==> src/rtl/instruction_encoder.sv <==
// instruction_encoder
//   Builds RV32I instruction words from field-level requests and queues them
//   for the core's fetch/inject port. Requests with illegal field
//   combinations are consumed, never queued, and counted as errors.
//
// Ports
//   clk, rst        rising-edge clock, synchronous active-high reset
//   flush           synchronous FIFO clear; the request presented this cycle is dropped
//   req_*           request handshake and instruction fields
//   instr_valid/ready/data  output handshake, data is the FIFO head (0 when empty)
//   encode_error    one-cycle pulse after an illegal request is accepted
//   error_count     saturating count of illegal requests since reset
//   fifo_count      number of occupied FIFO entries
module instruction_encoder #(
    parameter int DEPTH     = 4,
    parameter int ERR_WIDTH = 8
) (
    input  logic                     clk,
    input  logic                     rst,
    input  logic                     flush,
    input  logic                     req_valid,
    output logic                     req_ready,
    input  logic [3:0]               req_kind,
    input  logic [4:0]               req_rd,
    input  logic [4:0]               req_rs1,
    input  logic [4:0]               req_rs2,
    input  logic [2:0]               req_funct3,
    input  logic                     req_alt,
    input  logic [31:0]              req_imm,
    output logic                     instr_valid,
    input  logic                     instr_ready,
    output logic [31:0]              instr_data,
    output logic                     encode_error,
    output logic [ERR_WIDTH-1:0]     error_count,
    output logic [$clog2(DEPTH):0]   fifo_count
);

    localparam int PTR_W = $clog2(DEPTH);
    localparam int CNT_W = PTR_W + 1;

    localparam logic [6:0] OPC_LUI    = 7'b0110111;
    localparam logic [6:0] OPC_AUIPC  = 7'b0010111;
    localparam logic [6:0] OPC_JAL    = 7'b1101111;
    localparam logic [6:0] OPC_JALR   = 7'b1100111;
    localparam logic [6:0] OPC_BRANCH = 7'b1100011;
    localparam logic [6:0] OPC_LOAD   = 7'b0000011;
    localparam logic [6:0] OPC_STORE  = 7'b0100011;
    localparam logic [6:0] OPC_ALUIMM = 7'b0010011;
    localparam logic [6:0] OPC_ALU    = 7'b0110011;
    localparam logic [6:0] OPC_FENCE  = 7'b0001111;
    localparam logic [6:0] OPC_SYSTEM = 7'b1110011;

    logic [31:0]      mem_q [DEPTH];
    logic [31:0]      mem_d [DEPTH];
    logic [PTR_W-1:0] wr_ptr_q, wr_ptr_d;
    logic [PTR_W-1:0] rd_ptr_q, rd_ptr_d;
    logic [CNT_W-1:0] count_q, count_d;
    logic             encode_error_q, encode_error_d;
    logic [ERR_WIDTH-1:0] error_count_q, error_count_d;

    logic [31:0] enc_word;
    logic        enc_illegal;
    logic        imm_s12_ok, imm_s13_ok, imm_s21_ok;
    logic        accept, push, pop;

    // Signed-range checks: the immediate fits when all bits above the sign
    // bit of the target width are copies of that sign bit.
    assign imm_s12_ok = (req_imm[31:11] == '0) || (req_imm[31:11] == '1);
    assign imm_s13_ok = (req_imm[31:12] == '0) || (req_imm[31:12] == '1);
    assign imm_s21_ok = (req_imm[31:20] == '0) || (req_imm[31:20] == '1);

    // Field assembly and legality per instruction kind. Branch and jump
    // offsets are scrambled into the B/J formats; shifts carry shamt in rs2.
    always_comb begin
        enc_word    = '0;
        enc_illegal = 1'b0;
        case (req_kind)
            4'd0: begin
                enc_word    = {req_imm[31:12], req_rd, OPC_LUI};
                enc_illegal = (req_imm[11:0] != '0);
            end
            4'd1: begin
                enc_word    = {req_imm[31:12], req_rd, OPC_AUIPC};
                enc_illegal = (req_imm[11:0] != '0);
            end
            4'd2: begin
                enc_word    = {req_imm[20], req_imm[10:1], req_imm[11],
                               req_imm[19:12], req_rd, OPC_JAL};
                enc_illegal = !imm_s21_ok || req_imm[0];
            end
            4'd3: begin
                enc_word    = {req_imm[11:0], req_rs1, 3'b000, req_rd, OPC_JALR};
                enc_illegal = !imm_s12_ok;
            end
            4'd4: begin
                enc_word    = {req_imm[12], req_imm[10:5], req_rs2, req_rs1,
                               req_funct3, req_imm[4:1], req_imm[11], OPC_BRANCH};
                enc_illegal = !imm_s13_ok || req_imm[0] ||
                              (req_funct3 == 3'b010) || (req_funct3 == 3'b011);
            end
            4'd5: begin
                enc_word    = {req_imm[11:0], req_rs1, req_funct3, req_rd, OPC_LOAD};
                enc_illegal = !imm_s12_ok || (req_funct3 == 3'b011) ||
                              (req_funct3 == 3'b110) || (req_funct3 == 3'b111);
            end
            4'd6: begin
                enc_word    = {req_imm[11:5], req_rs2, req_rs1, req_funct3,
                               req_imm[4:0], OPC_STORE};
                enc_illegal = !imm_s12_ok || (req_funct3 > 3'b010);
            end
            4'd7: begin
                if ((req_funct3 == 3'b001) || (req_funct3 == 3'b101)) begin
                    enc_word    = {1'b0, req_alt, 5'b00000, req_imm[4:0], req_rs1,
                                   req_funct3, req_rd, OPC_ALUIMM};
                    enc_illegal = (req_imm[31:5] != '0) ||
                                  (req_alt && (req_funct3 == 3'b001));
                end else begin
                    enc_word    = {req_imm[11:0], req_rs1, req_funct3, req_rd, OPC_ALUIMM};
                    enc_illegal = !imm_s12_ok || req_alt;
                end
            end
            4'd8: begin
                enc_word    = {1'b0, req_alt, 5'b00000, req_rs2, req_rs1,
                               req_funct3, req_rd, OPC_ALU};
                enc_illegal = req_alt && (req_funct3 != 3'b000) && (req_funct3 != 3'b101);
            end
            4'd9:  enc_word = {req_imm[11:0], req_rs1, 3'b000, req_rd, OPC_FENCE};
            4'd10: enc_word = 32'h0000_0073;
            4'd11: enc_word = 32'h0010_0073;
            4'd12: enc_word = 32'h3020_0073;
            4'd13: begin
                enc_word    = {req_imm[11:0], req_rs1, req_funct3, req_rd, OPC_SYSTEM};
                enc_illegal = (req_funct3 == 3'b000) || (req_funct3 == 3'b100);
            end
            default: enc_illegal = 1'b1;
        endcase
    end

    // Full blocks new requests even when the head is leaving this cycle, so
    // req_ready depends only on registered state.
    assign req_ready   = (count_q != CNT_W'(DEPTH));
    assign instr_valid = (count_q != '0);
    assign instr_data  = instr_valid ? mem_q[rd_ptr_q] : 32'h0;
    assign accept      = req_valid && req_ready && !flush;
    assign push        = accept && !enc_illegal;
    assign pop         = instr_valid && instr_ready && !flush;

    // FIFO next state; flush wins over any push or pop in the same cycle.
    always_comb begin
        mem_d    = mem_q;
        wr_ptr_d = wr_ptr_q;
        rd_ptr_d = rd_ptr_q;
        count_d  = count_q;
        if (flush) begin
            wr_ptr_d = '0;
            rd_ptr_d = '0;
            count_d  = '0;
        end else begin
            if (push) begin
                mem_d[wr_ptr_q] = enc_word;
                wr_ptr_d        = wr_ptr_q + 1'b1;
            end
            if (pop) begin
                rd_ptr_d = rd_ptr_q + 1'b1;
            end
            count_d = count_q + CNT_W'(push) - CNT_W'(pop);
        end
    end

    // Error pulse and saturating counter; a flushed request never counts.
    always_comb begin
        encode_error_d = accept && enc_illegal;
        error_count_d  = error_count_q;
        if (encode_error_d && (error_count_q != '1)) begin
            error_count_d = error_count_q + 1'b1;
        end
    end

    always_ff @(posedge clk) begin
        if (rst) begin
            for (int i = 0; i < DEPTH; i++) begin
                mem_q[i] <= '0;
            end
            wr_ptr_q       <= '0;
            rd_ptr_q       <= '0;
            count_q        <= '0;
            encode_error_q <= 1'b0;
            error_count_q  <= '0;
        end else begin
            mem_q          <= mem_d;
            wr_ptr_q       <= wr_ptr_d;
            rd_ptr_q       <= rd_ptr_d;
            count_q        <= count_d;
            encode_error_q <= encode_error_d;
            error_count_q  <= error_count_d;
        end
    end

    assign encode_error = encode_error_q;
    assign error_count  = error_count_q;
    assign fifo_count   = count_q;

endmodule
==> config.mk <==
export PLATFORM = sky130hd
export DESIGN_NAME = instruction_encoder
export DESIGN_NICKNAME = d
export VERILOG_FILES = /design/src/rtl/instruction_encoder.sv
export SDC_FILE = /design/constraint.sdc
export NUM_CORES = 1
export LEC_CHECK = 0
export BUFFER_PORTS_ARGS = -buffer_cell sky130_fd_sc_hd__buf_2
export CAP_MARGIN = 15
export CORE_ASPECT_RATIO = 1.25
export CORE_MARGIN = 2
export CORE_UTILIZATION = 30
export CTS_CLUSTER_DIAMETER = 60
export DETAILED_ROUTE_END_ITERATION = 16
export GPL_TIMING_DRIVEN = 0
export SKIP_LAST_GASP = 1
export SYNTH_ARGS = -nofsm -noshare
export SYNTH_HDL_FRONTEND = slang
export SYNTH_SLANG_ARGS = --single-unit
==> constraint.sdc <==
create_clock -name clk -period 3.62 [get_ports clk]
set_input_delay 0.362 -clock clk [delete_from_list [all_inputs] [get_ports clk]]
set_output_delay 0.362 -clock clk [all_outputs]
set_load 0.1 [all_outputs]
==> flow_metrics.tcl <==
set metrics [dict create \
    power.switching_w 0.001028 \
    area_delta_synth_final_pct 20.88 \
    synth_top_family_by_area "simple AND/OR/NAND/NOR gates" \
    seqPwrFrac_pct 41.3 \
    final_max_slew_viol_count 0 \
    maxCapViolations 0 \
    slowest_stage "clkbuf_1" \
    min_period_ns 3.266 \
    cts-root-buf "clkbuf_16" \
    die_x_um 144.4 \
    first_pass_iters 5 \
    wl_per_cell_um 21.56 \
    grt_start_max_net_pins 17 \
    tritoncts.num_buffers 17 \
    clock_latency_ns 0.44 \
    slew_headroom_pct 33.98 \
    worst_slack_ns 0.3538 \
    vias 6832 \
    status "finished, final reports clean" \
    hold_depth 2 \
    rsz0062_at_grt "no" \
    clock_skew_ns 0.009066 \
    arrival_ns 2.90 \
    p_leak_nw 3.265 \
    crit_top_cell "clkbuf_1" \
    grt_pass1_vias 6805 \
    hold_violations 0 \
    clockPowerShare_pct 47.6 \
    synth_area_per_cell_um2 9.672 \
    p_int_w 0.002764 \
    drive_gt1_share_pct 23.89 \
    dieArea_mm2 0.02591 \
    r2r_end "fifo_count[2]$_SDFF_PP0_" \
    regArea_mm2 0.002803 \
    yosys.area_share.adder_pct 1.456 \
    syn-cell-area_mm2 0.007390 \
    cp-end-kind "output pin" \
    antenna_found_initial 0 \
    pwr_density_cell_mw_per_mm2 424.5 \
    worstPathCellList "clkbuf_1 -> clkbuf_1 -> mux4_2 -> nor2b_1 -> buf_4 -> buf_2" \
    core_mm2 0.02434 \
    dp_cells 1198 \
    multi_input_area_mm2 0.004150 \
    grtUsageTotal_pct 20.81 \
    r2r_start "fifo_count[1]$_SDFF_PP0_" \
    critPathTopFamily "buffers and inverters" \
    dr_wl_met3_mm 1.745 \
    pre_cts_slack_ns -0.01259 \
    holdWs_ns 0.1941 \
    layout_common_cells "dfxtp_1 (140), buf_2 (115), nand3b_1 (105)" \
    ir_drop_mv 0.3469 \
    synthCells 764 \
    synth_top_flop_cell "dfxtp_1" \
    cts_resized 0 \
    dp_hpwl_mm 19.43 \
    n_fill_cell 2513 \
    layout.cells.non_filler 1230 \
    min_path_type "in -> reg" \
    swShare_pct 27.11 \
    timing.fmax_ghz 0.3062 \
    diodes 0 \
    yosysWarnings 0 \
    startpoint_type "register" \
    synth_compound_area_share_pct 17.69 \
    start_util_pct 30.36 \
    worstSetupPathType "reg -> out" \
    grt-ovfl-total 0 \
    met1_length_mm 10.65 \
    fin_total_pwr_w 0.003792 \
    cpPeakStageDelay_ns 0.70 \
    yosysSeqAreaShare_pct 37.93 \
    met2_length_mm 12.81 \
    globalplace.congestion 0.8833 \
    placementRows 64 \
    combPwrFrac_pct 11.1 \
    htree_levels 4 \
    die_y_um 179.5 \
    tritoncts "done" \
    fin_crit_sh_pct 90.23 \
    fin_nets 955 \
    cts_hold_buf 0 \
    path_clk_slew_ns 0.07 \
    critPathBufInv 4 \
    io_pins 106 \
    worstHoldStart "flush" \
    drc 0 \
    synth_xor_area_share_pct 0.5926 \
    r2r_cells 12 \
    grt_pass1_wl_mm 40.47 \
    setup-violations-final 0 \
    vias_per_cell 5.554 \
    dr.max_layer_used "met4" \
    crit_fanout 10 \
    worst_pin_slew_ns 0.9902 \
    synth-seq-cells 140 \
    synth-async-reset-ratio_pct 0 \
    min_to "fifo_count[2]$_SDFF_PP0_" \
    synth_enable_flop_cells 0 \
    clock-sinks 140 \
    ys_types 63 \
    clockBufferDepth 2 \
    synthMuxAreaShare_pct 12.56 \
    r2r_slack_ns 1.15 \
    required_ns 3.26 \
    layout_commonest_cell "dfxtp_1" \
    cts_setup_buffers 0 \
    final_util_pct 36.69 \
    synth_simple_gate_area_share_pct 23.82 \
    synthesis.nets 832 \
    dr.first_iter.drc_count 626 \
    portBuffers 103 \
    drtAntennaViolNets 0 \
    wl_mm 26.52 \
]
-- sequential cells by signal, summed over array words and instances, names as in the netlist --
signal / flops
encode_error: 1
fifo_count: 3
wr_ptr_q: 2
mem_q: 124
rd_ptr_q: 2
error_count: 8
-- how the worst max path moves through the flow --
| stage | startpoint | end | slack, ns | cells past startpoint |
|---|---|---|---|---|
| 2_1_floorplan | fifo_count[1]$_SDFF_PP0_ | instr_data[1] | 0.07 | 3 |
| 3_5_place_dp | req_imm[6] | fifo_count[2]$_SDFF_PP0_ | -0.01 | 16 |
| 6_report | rd_ptr_q[1]$_SDFFE_PP0P_ | instr_data[1] | 0.35 | 6 |
| 4_1_cts | rd_ptr_q[0]$_SDFFE_PP0P_ | instr_data[20] | 0.02 | 5 |
| 5_1_grt | req_imm[6] | fifo_count[2]$_SDFF_PP0_ | 0.07 | 16 |
| 3_3_place_gp | req_imm[6] | fifo_count[2]$_SDFF_PP0_ | 0.02 | 16 |
-- routing by layer --
layer | vias up | global-route usage, %
met5 | - | 0
met2 | 279 | 34.45
met4 | 0 | 10.99
met1 | 3346 | 25.40
met3 | 77 | 3.916
li1 | 3130 | -
-- final cells by class --
type | count | share of cell area, %
clock inverters | 12 | 1.527
plain buffers | 75 | 4.496
repair buffers | 104 | 5.827
well taps | 330 | 4.622
clock buffers | 20 | 5.225
flip-flops and latches | 140 | 31.38
multi-input cells | 538 | 46.46
inverters | 11 | 0.4622
-- per-stage QoR --
step                instance area (um2)   TNS, ns
floorplan                          7392         0
global placement                   8320         0
detailed placement                 8325  -0.01259
CTS                                8929         0
global route                       8932         0
finish                             8932         0
-- worst reg2reg max path: stages, from the launching register on --
cell     delay [ns]
dfxtp_1        0.44
nor2_1         0.08
nand2_2        0.08
and3b_1        0.28
nand2_1        0.15
ha_1           0.31
inv_1          0.06
ha_1           0.13
inv_1          0.05
fa_1           0.40
xor2_1         0.18
xnor2_1        0.13
nor3_1         0.05
-- synth_stat cells (3+ instances only) --
library cell / instances / share of area, %
and2_1: 8 / 0.68
o22ai_1: 3 / 0.25
buf_6: 13 / 2.0
buf_1: 8 / 0.41
mux2_2: 8 / 1.2
o21ai_0: 40 / 2.7
a211oi_1: 3 / 0.30
and3_1: 4 / 0.34
nand3b_1: 105 / 11
or3_1: 6 / 0.51
mux2i_1: 14 / 1.9
and4_1: 5 / 0.59
nor2_1: 39 / 2.0
nand4_1: 7 / 0.59
nand2b_1: 4 / 0.34
a22oi_1: 18 / 1.8
a21oi_1: 22 / 1.5
nor3_1: 10 / 0.68
ha_1: 7 / 1.2
o31ai_1: 72 / 7.3
dfxtp_1: 140 / 38
a222oi_1: 8 / 1.1
mux4_2: 31 / 9.4
nor3b_1: 3 / 0.30
buf_2: 11 / 0.74
inv_1: 11 / 0.56
o21bai_1: 3 / 0.30
clkbuf_1: 41 / 2.1
nor4_1: 8 / 0.68
nor2b_1: 41 / 3.5
nand2_1: 25 / 1.3
nand3_1: 7 / 0.47
xor2_1: 3 / 0.36
-- kinds of logic after synthesis --
family	Yosys count
xor gates and xnor gates	5
muxes	53
buffers and inverters	86
AOI/OAI and AO/OA	189
adders and majority gates	8
DFF	140
and+or+nand+nor	283
-- power groups by stage --
| stage | logic [W] | clock network [W] | registers, W |
|---|---|---|---|
| floorplan | 0.000234 | 0 | 0.00162 |
| global placement | 0.000413 | 0 | 0.00160 |
| detailed placement | 0.000413 | 0 | 0.00160 |
| CTS | 0.000415 | 0.00182 | 0.00157 |
| global route | 0.000448 | 0.00188 | 0.00157 |
| finish | 0.000419 | 0.00181 | 0.00157 |
No activity file was read; power rests on OpenSTA's default activity.
